$ cat src/rtl/xpe_out_wb.sv
`default_nettype none
// ============================================================================
// Module   : xpe_out_wb
// Brief    : xpe output write-back. FIFO-buffers result words and issues 2-D
//            addressed writes (base + row*stride + col) to the output buffer.
//            Optional stall/occupancy counters: define XPE_OUT_WB_PERF_EN.
// Revision : 1.0 - initial release
// ============================================================================
module xpe_out_wb #(
    parameter int ADDR_WIDTH = 16,
    parameter int FIFO_DEPTH = 8,
    parameter int DATA_WIDTH = 256
) (
    input  logic                  i_clk,
    input  logic                  i_rst_n,
    input  logic                  i_clr,
    input  logic                  i_start,
    input  logic [ADDR_WIDTH-1:0] i_base_addr,
    input  logic [ADDR_WIDTH-1:0] i_row_stride,
    input  logic [7:0]            i_words_per_row,
    input  logic [7:0]            i_row_num,
    input  logic [DATA_WIDTH-1:0] i_xpe_dat,
    input  logic                  i_xpe_dat_vld,
    output logic                  o_wr_req,
    output logic [ADDR_WIDTH-1:0] o_wr_addr,
    output logic [DATA_WIDTH-1:0] o_wr_data,
    input  logic                  i_wr_ack,
    output logic                  o_busy,
    output logic                  o_done,
    output logic [1:0]            o_err
`ifdef XPE_OUT_WB_PERF_EN
    ,
    output logic [31:0]                   o_stall_cnt,
    output logic [$clog2(FIFO_DEPTH):0]   o_fifo_max
`endif
);

    localparam int PTR_W = $clog2(FIFO_DEPTH);
    localparam int CNT_W = PTR_W + 1;

    typedef enum logic [1:0] {
        ST_IDLE = 2'd0,
        ST_RUN  = 2'd1,
        ST_DONE = 2'd2
    } state_t;

    state_t                state_q, state_d;
    logic [ADDR_WIDTH-1:0] stride_q, stride_d;
    logic [ADDR_WIDTH-1:0] row_addr_q, row_addr_d;
    logic [7:0]            wpr_q, wpr_d;
    logic [7:0]            rnum_q, rnum_d;
    logic [7:0]            col_q, col_d;
    logic [7:0]            row_q, row_d;
    logic [PTR_W-1:0]      wr_ptr_q, wr_ptr_d;
    logic [PTR_W-1:0]      rd_ptr_q, rd_ptr_d;
    logic [CNT_W-1:0]      count_q, count_d;
    logic [1:0]            err_q, err_d;
    logic [DATA_WIDTH-1:0] mem_q [FIFO_DEPTH];

    logic w_req;
    logic w_pop;
    logic w_full;
    logic w_push;
    logic w_last_col;
    logic w_last_row;

    assign w_req      = (state_q == ST_RUN) && (count_q != '0);
    assign w_pop      = w_req && i_wr_ack && !i_clr;
    assign w_full     = (count_q == CNT_W'(FIFO_DEPTH));
    // A full FIFO still accepts a word when the head leaves in the same cycle.
    assign w_push     = (state_q == ST_RUN) && i_xpe_dat_vld && !i_clr && (!w_full || w_pop);
    assign w_last_col = (col_q == (wpr_q - 8'd1));
    assign w_last_row = (row_q == (rnum_q - 8'd1));

    always_comb begin
        state_d    = state_q;
        stride_d   = stride_q;
        row_addr_d = row_addr_q;
        wpr_d      = wpr_q;
        rnum_d     = rnum_q;
        col_d      = col_q;
        row_d      = row_q;
        wr_ptr_d   = wr_ptr_q;
        rd_ptr_d   = rd_ptr_q;
        count_d    = count_q;
        err_d      = err_q;

        if (i_clr) begin
            state_d  = ST_IDLE;
            wr_ptr_d = '0;
            rd_ptr_d = '0;
            count_d  = '0;
            err_d    = 2'b00;
        end else begin
            if (w_push) wr_ptr_d = wr_ptr_q + PTR_W'(1);
            if (w_pop)  rd_ptr_d = rd_ptr_q + PTR_W'(1);
            count_d = count_q + CNT_W'(w_push) - CNT_W'(w_pop);

            if (i_xpe_dat_vld) begin
                if (state_q != ST_RUN) err_d[1] = 1'b1;
                else if (!w_push)      err_d[0] = 1'b1;
            end

            if (w_pop) begin
                if (w_last_col) begin
                    col_d      = 8'd0;
                    row_d      = row_q + 8'd1;
                    row_addr_d = row_addr_q + stride_q;
                end else begin
                    col_d = col_q + 8'd1;
                end
            end

            case (state_q)
                ST_IDLE: begin
                    if (i_start) begin
                        stride_d   = i_row_stride;
                        wpr_d      = i_words_per_row;
                        rnum_d     = i_row_num;
                        row_addr_d = i_base_addr;
                        col_d      = 8'd0;
                        row_d      = 8'd0;
                        state_d    = ((i_words_per_row == 8'd0) || (i_row_num == 8'd0))
                                     ? ST_DONE : ST_RUN;
                    end
                end
                ST_RUN: begin
                    if (w_pop && w_last_col && w_last_row) state_d = ST_DONE;
                end
                ST_DONE: state_d = ST_IDLE;
                default: state_d = ST_IDLE;
            endcase
        end
    end

    always_ff @(posedge i_clk or negedge i_rst_n) begin
        if (!i_rst_n) begin
            state_q    <= ST_IDLE;
            stride_q   <= '0;
            row_addr_q <= '0;
            wpr_q      <= '0;
            rnum_q     <= '0;
            col_q      <= '0;
            row_q      <= '0;
            wr_ptr_q   <= '0;
            rd_ptr_q   <= '0;
            count_q    <= '0;
            err_q      <= '0;
        end else begin
            state_q    <= state_d;
            stride_q   <= stride_d;
            row_addr_q <= row_addr_d;
            wpr_q      <= wpr_d;
            rnum_q     <= rnum_d;
            col_q      <= col_d;
            row_q      <= row_d;
            wr_ptr_q   <= wr_ptr_d;
            rd_ptr_q   <= rd_ptr_d;
            count_q    <= count_d;
            err_q      <= err_d;
        end
    end

    // Storage carries no reset; occupancy tracking alone defines validity.
    always_ff @(posedge i_clk) begin
        if (w_push) mem_q[wr_ptr_q] <= i_xpe_dat;
    end

    assign o_wr_req  = w_req;
    assign o_wr_addr = row_addr_q + ADDR_WIDTH'(col_q);
    assign o_wr_data = w_req ? mem_q[rd_ptr_q] : '0;
    assign o_busy    = (state_q != ST_IDLE);
    assign o_done    = (state_q == ST_DONE);
    assign o_err     = err_q;

`ifdef XPE_OUT_WB_PERF_EN
    logic [31:0]      stall_cnt_q, stall_cnt_d;
    logic [CNT_W-1:0] fifo_max_q, fifo_max_d;

    always_comb begin
        stall_cnt_d = stall_cnt_q;
        fifo_max_d  = fifo_max_q;
        if (i_clr || ((state_q == ST_IDLE) && i_start)) begin
            stall_cnt_d = '0;
            fifo_max_d  = '0;
        end else begin
            if (w_req && !i_wr_ack && (stall_cnt_q != 32'hFFFF_FFFF))
                stall_cnt_d = stall_cnt_q + 32'd1;
            if (count_d > fifo_max_q)
                fifo_max_d = count_d;
        end
    end

    always_ff @(posedge i_clk or negedge i_rst_n) begin
        if (!i_rst_n) begin
            stall_cnt_q <= '0;
            fifo_max_q  <= '0;
        end else begin
            stall_cnt_q <= stall_cnt_d;
            fifo_max_q  <= fifo_max_d;
        end
    end

    assign o_stall_cnt = stall_cnt_q;
    assign o_fifo_max  = fifo_max_q;
`endif

endmodule
`default_nettype wire

$ cat config.mk
export PLATFORM = sky130hd
export DESIGN_NAME = xpe_out_wb
export DESIGN_NICKNAME = d
export VERILOG_FILES = /design/src/rtl/xpe_out_wb.sv
export SDC_FILE = /design/constraint.sdc
export NUM_CORES = 2
export LEC_CHECK = 0
export BUFFER_PORTS_ARGS = -buffer_cell sky130_fd_sc_hd__buf_2
export CORE_UTILIZATION = 60
export DETAILED_ROUTE_END_ITERATION = 7
export PLACE_DENSITY_LB_ADDON = 0.15
export SLEW_MARGIN = 20
export SYNTH_ARGS = -nofsm -noshare
export SYNTH_HDL_FRONTEND = slang
export SYNTH_SLANG_ARGS = --single-unit
$ cat constraint.sdc
create_clock -name i_clk -period 38.8 [get_ports i_clk]
set_input_delay 3.88 -clock i_clk [delete_from_list [all_inputs] [get_ports i_clk]]
set_output_delay 3.88 -clock i_clk [all_outputs]
set_load 0.005 [all_outputs]
==> flow_summary_export.csv <==
group,metric,value,unit
die,die-area,139000,um2
power_and_ir_drop,net-switching-power,0.00106,W
synth,synth_area_per_cell,21.3,um2
cts,cts_tree,"built",
min_path,min_from,"stride_q[9]",
cts,cts-hold-fix-buffers,0,
setup_path,worstPathArrival,6.18,ns
die,boundaryPins,587,
setup_path,crit_chain,"buf_4 -> buf_4 -> buf_12 -> buf_4 -> mux4_2 -> mux2i_1 -> nor2_1 -> buf_2",
job,max-cap-violations,0,
min_path,hp-class,"reg -> reg",
synth,yosysWarnings,0,
synth,synth_flop_cell,"edfxtp_1",
die,die_w,373,um
layout,nNetsFinal,4886,
cts,cts-buffers-inserted,206,
power_and_ir_drop,leakage,30.5,nW
power_and_ir_drop,power_frac_seq,52.6,%
synth,ys_seq_area_share,76.8,%
cts,root_buffer,"clkbuf_16",
placement,place_ws,28.99,ns
placement,portBuffers,586,
synth,synth_area_leaders,"edfxtp_1 (74%), mux4_2 (14%), mux2i_1 (3.1%), dfrtp_1 (2.4%), nor2_1 (1.3%)",
synth,synth_commonest_cells,"edfxtp_1 (2048), mux4_2 (512), nor2_1 (291), mux2i_1 (257), nand2_1 (130)",
cts,clock_sinks,2126,
synth,syn_inst,3883,
sta,slew_headroom,26.0,%
synth,ys_ff_latch,2126,
power_and_ir_drop,switching_share,21.8,%
setup_path,critPathMaxFanout,102,
placement,gp_congestion,0.862,
die,die_h,373,um
synth,async_reset_ff_share,3.67,%
cts,postCtsSetupBuffers,0,
global_route,grt_pass1_vias,41700,
setup_path,slowest_stage,"dfrtp_4",
sta,worst_slack,28.74,ns
synth,synth_most_common_cell,"edfxtp_1",
route,dr.pass1.iters,5,
route,ant_nets,0,
power_and_ir_drop,power,0.00487,W
sta,min_period_over_period,25.9,%
power_and_ir_drop,clockPowerShare,39.9,%
route,wl_per_cell,27.5,um
synth,yosys.area.top_type_share,74.4,%
setup_path,cp.required,34.92,ns
setup_path,cpPeakStageDelay,0.95,ns
setup_path,crit_type,"reg -> out",
global_route,grt.overflow.total,0,
synth,synth_cell_types,67,
die,start_util,60.8,%
cts,cts_buffer_depth,3,
setup_path,cpLargestDelayFamily,"buffers and inverters",
route,route.detailed.drc,0,
sta,fin_setup_tns,0,ns
die,row_count,135,
route,vias_per_cell,6.19,
sta,whs,0.491,ns
synth,yosys.area.top_type,"edfxtp_1",
die,core-area,136000,um2
global_route,antenna_found_initial,73,
synth,syn_area,82600,um2
sta,period_needed,10.06,ns
setup_path,worst-path-buf-inv,5,
cts,clkTransAtPathRegs,0.06,ns
cts,h-tree-depth,4,
route,routed_wirelength,180,mm
route,dr_total_vias,40400,
setup_path,critPathMostFrequentCell,"buf_4",
setup_path,cp-start-kind,"register",
power_and_ir_drop,p_int,0.00381,W
sta,hold_viol,0,
layout,syn2layout_area_growth,14.2,%
setup_path,end_kind,"output port",
synth,synth_edf_count,2048,
route,drt_iter0_markers,3485,
setup_path,reg2reg_from,"state_q[1]",
sta,finalMaxSlewViolations,0,
synth,syn_nets,4231,
sta,finClkSkew,0.0249,ns
global_route,gr-usage-all-layers,26.1,%
setup_path,crit_path_start,"rd_ptr_q[0]",
cts,cts_resized,0,
sta,tightest_slew,1.11,ns
power_and_ir_drop,peakVddDrop,0.0000405,V
sta,rsz0062_at_grt,"no",
run_status,outcome,"complete, no violations",
power_and_ir_drop,power.density,51.6,nW/um2
layout,drive_gt1_share,31.4,%
sta,max_freq,99.4,MHz
sta,setup_viol_count_final,0,
cts,clk_latency,0.81,ns
global_route,grt_pass1_wl,268,mm
global_route,grt_start_max_net_pins,151,
placement,dpl.hpwl,100,mm
power_and_ir_drop,combPwrFrac,7.4,%
-- cell usage in the layout, fill, tap and decap left out, drive strengths merged, types with 7 or more instances in the layout --
cell / n
bufinv: 16
xor2: 18
edfxtp: 2048
nand4: 9
dfrtp: 78
nor4: 14
nor2b: 8
nand2: 130
mux4: 512
o221a: 12
o211ai: 7
clkinv: 107
ha: 35
a21o: 7
nand2b: 10
clkbuf: 255
xnor2: 27
diode: 23
nor2: 292
o21ai: 27
mux2i: 257
or3: 14
a21oi: 31
nor3: 16
inv: 31
buf: 645
nand3: 23
-- metal layers --
layer / part of all wire, % / wire length, um / track usage, % / vias to the layer above
met5: 0.20 / 366 / 0 / -
met4: 2.3 / 4130 / 7.83 / 60
met3: 8.4 / 15100 / 6.49 / 341
li1: - / - / - / 17300
met2: 50 / 89500 / 42.1 / 1505
met1: 39 / 70500 / 35.6 / 21200
-- path summary, 6_finish.rpt --
check | end | slack [ns] | depth (start not counted)
hold / removal | stride_q[9] | 0.49 | 2
setup reg to reg | mem_q[2][149] | 32.65 | 9
min in group asynchronous | rnum_q[7] | 3.11 | 1
setup / recovery | o_wr_data[146] | 28.74 | 8
hold reg to reg | stride_q[9] | 0.49 | 2
max in group asynchronous | rd_ptr_q[0] | 35.11 | 1
-- logic make-up (layout without fill, tap and decap cells) --
logic type | after synthesis | count (layout) | share of synthesized area, %
flops | 2126 | 2126 | 76.8
mux | 769 | 769 | 17.1
simple gates | 541 | 541 | 2.82
buf+inv | 226 | 1060 | 1.07
compound gates | 137 | 137 | 1.17
xor+xnor | 46 | 46 | 0.504
fa+ha+maj | 38 | 38 | 0.603
other cells | 0 | 23 | 0
-- stage by stage --
stage	cell area, um2	cells	utilization, %
after floorplan	82600	3883	-
after CTS	94300	6498	69.3
after global placement	87700	6111	64.5
after detailed placement	87700	6111	64.5
final	94400	6521	69.4
after global routing	94300	6510	69.4
-- worst reg2reg max path: stages (launching register included) --
cell and delay, ns:
dfrtp_1 0.45, nand2b_1 0.25, or4_1 0.87, a31oi_1 0.56
nand2b_1 0.35, nor2_4 0.19, buf_12 0.68, buf_4 0.93
buf_4 0.76, buf_4 0.74
-- flip-flops by register name (all words and copies together) (netlist names) --
name,count
col_q,8
wr_ptr_q,3
mem_q,2048
count_q,4
stride_q,16
row_q,8
rd_ptr_q,3
state_q,2
wpr_q,8
row_addr_q,16
rnum_q,8
o_err,2
-- final cells by class --
type / count / area (um2)
multi-input combinational: 1531 / 18400
clock inverter: 132 / 1140
antenna: 23 / 57.6
fill: 8315 / 41600
tap: 1781 / 2230
timing repair buffer: 645 / 3510
sequential: 2126 / 63500
inverter: 28 / 105
clock buffer: 255 / 5480
-- power groups by stage --
stage / combinational (W) / sequential (W) / clock, W
finish: 0.000362 / 0.00256 / 0.00194
global route: 0.000395 / 0.00257 / 0.00206
CTS: 0.000366 / 0.00256 / 0.00197
detailed placement: 0.000364 / 0.00261 / 0
global placement: 0.000358 / 0.00261 / 0
floorplan: 0.000225 / 0.00261 / 0
(Power assumes the default switching activity.)
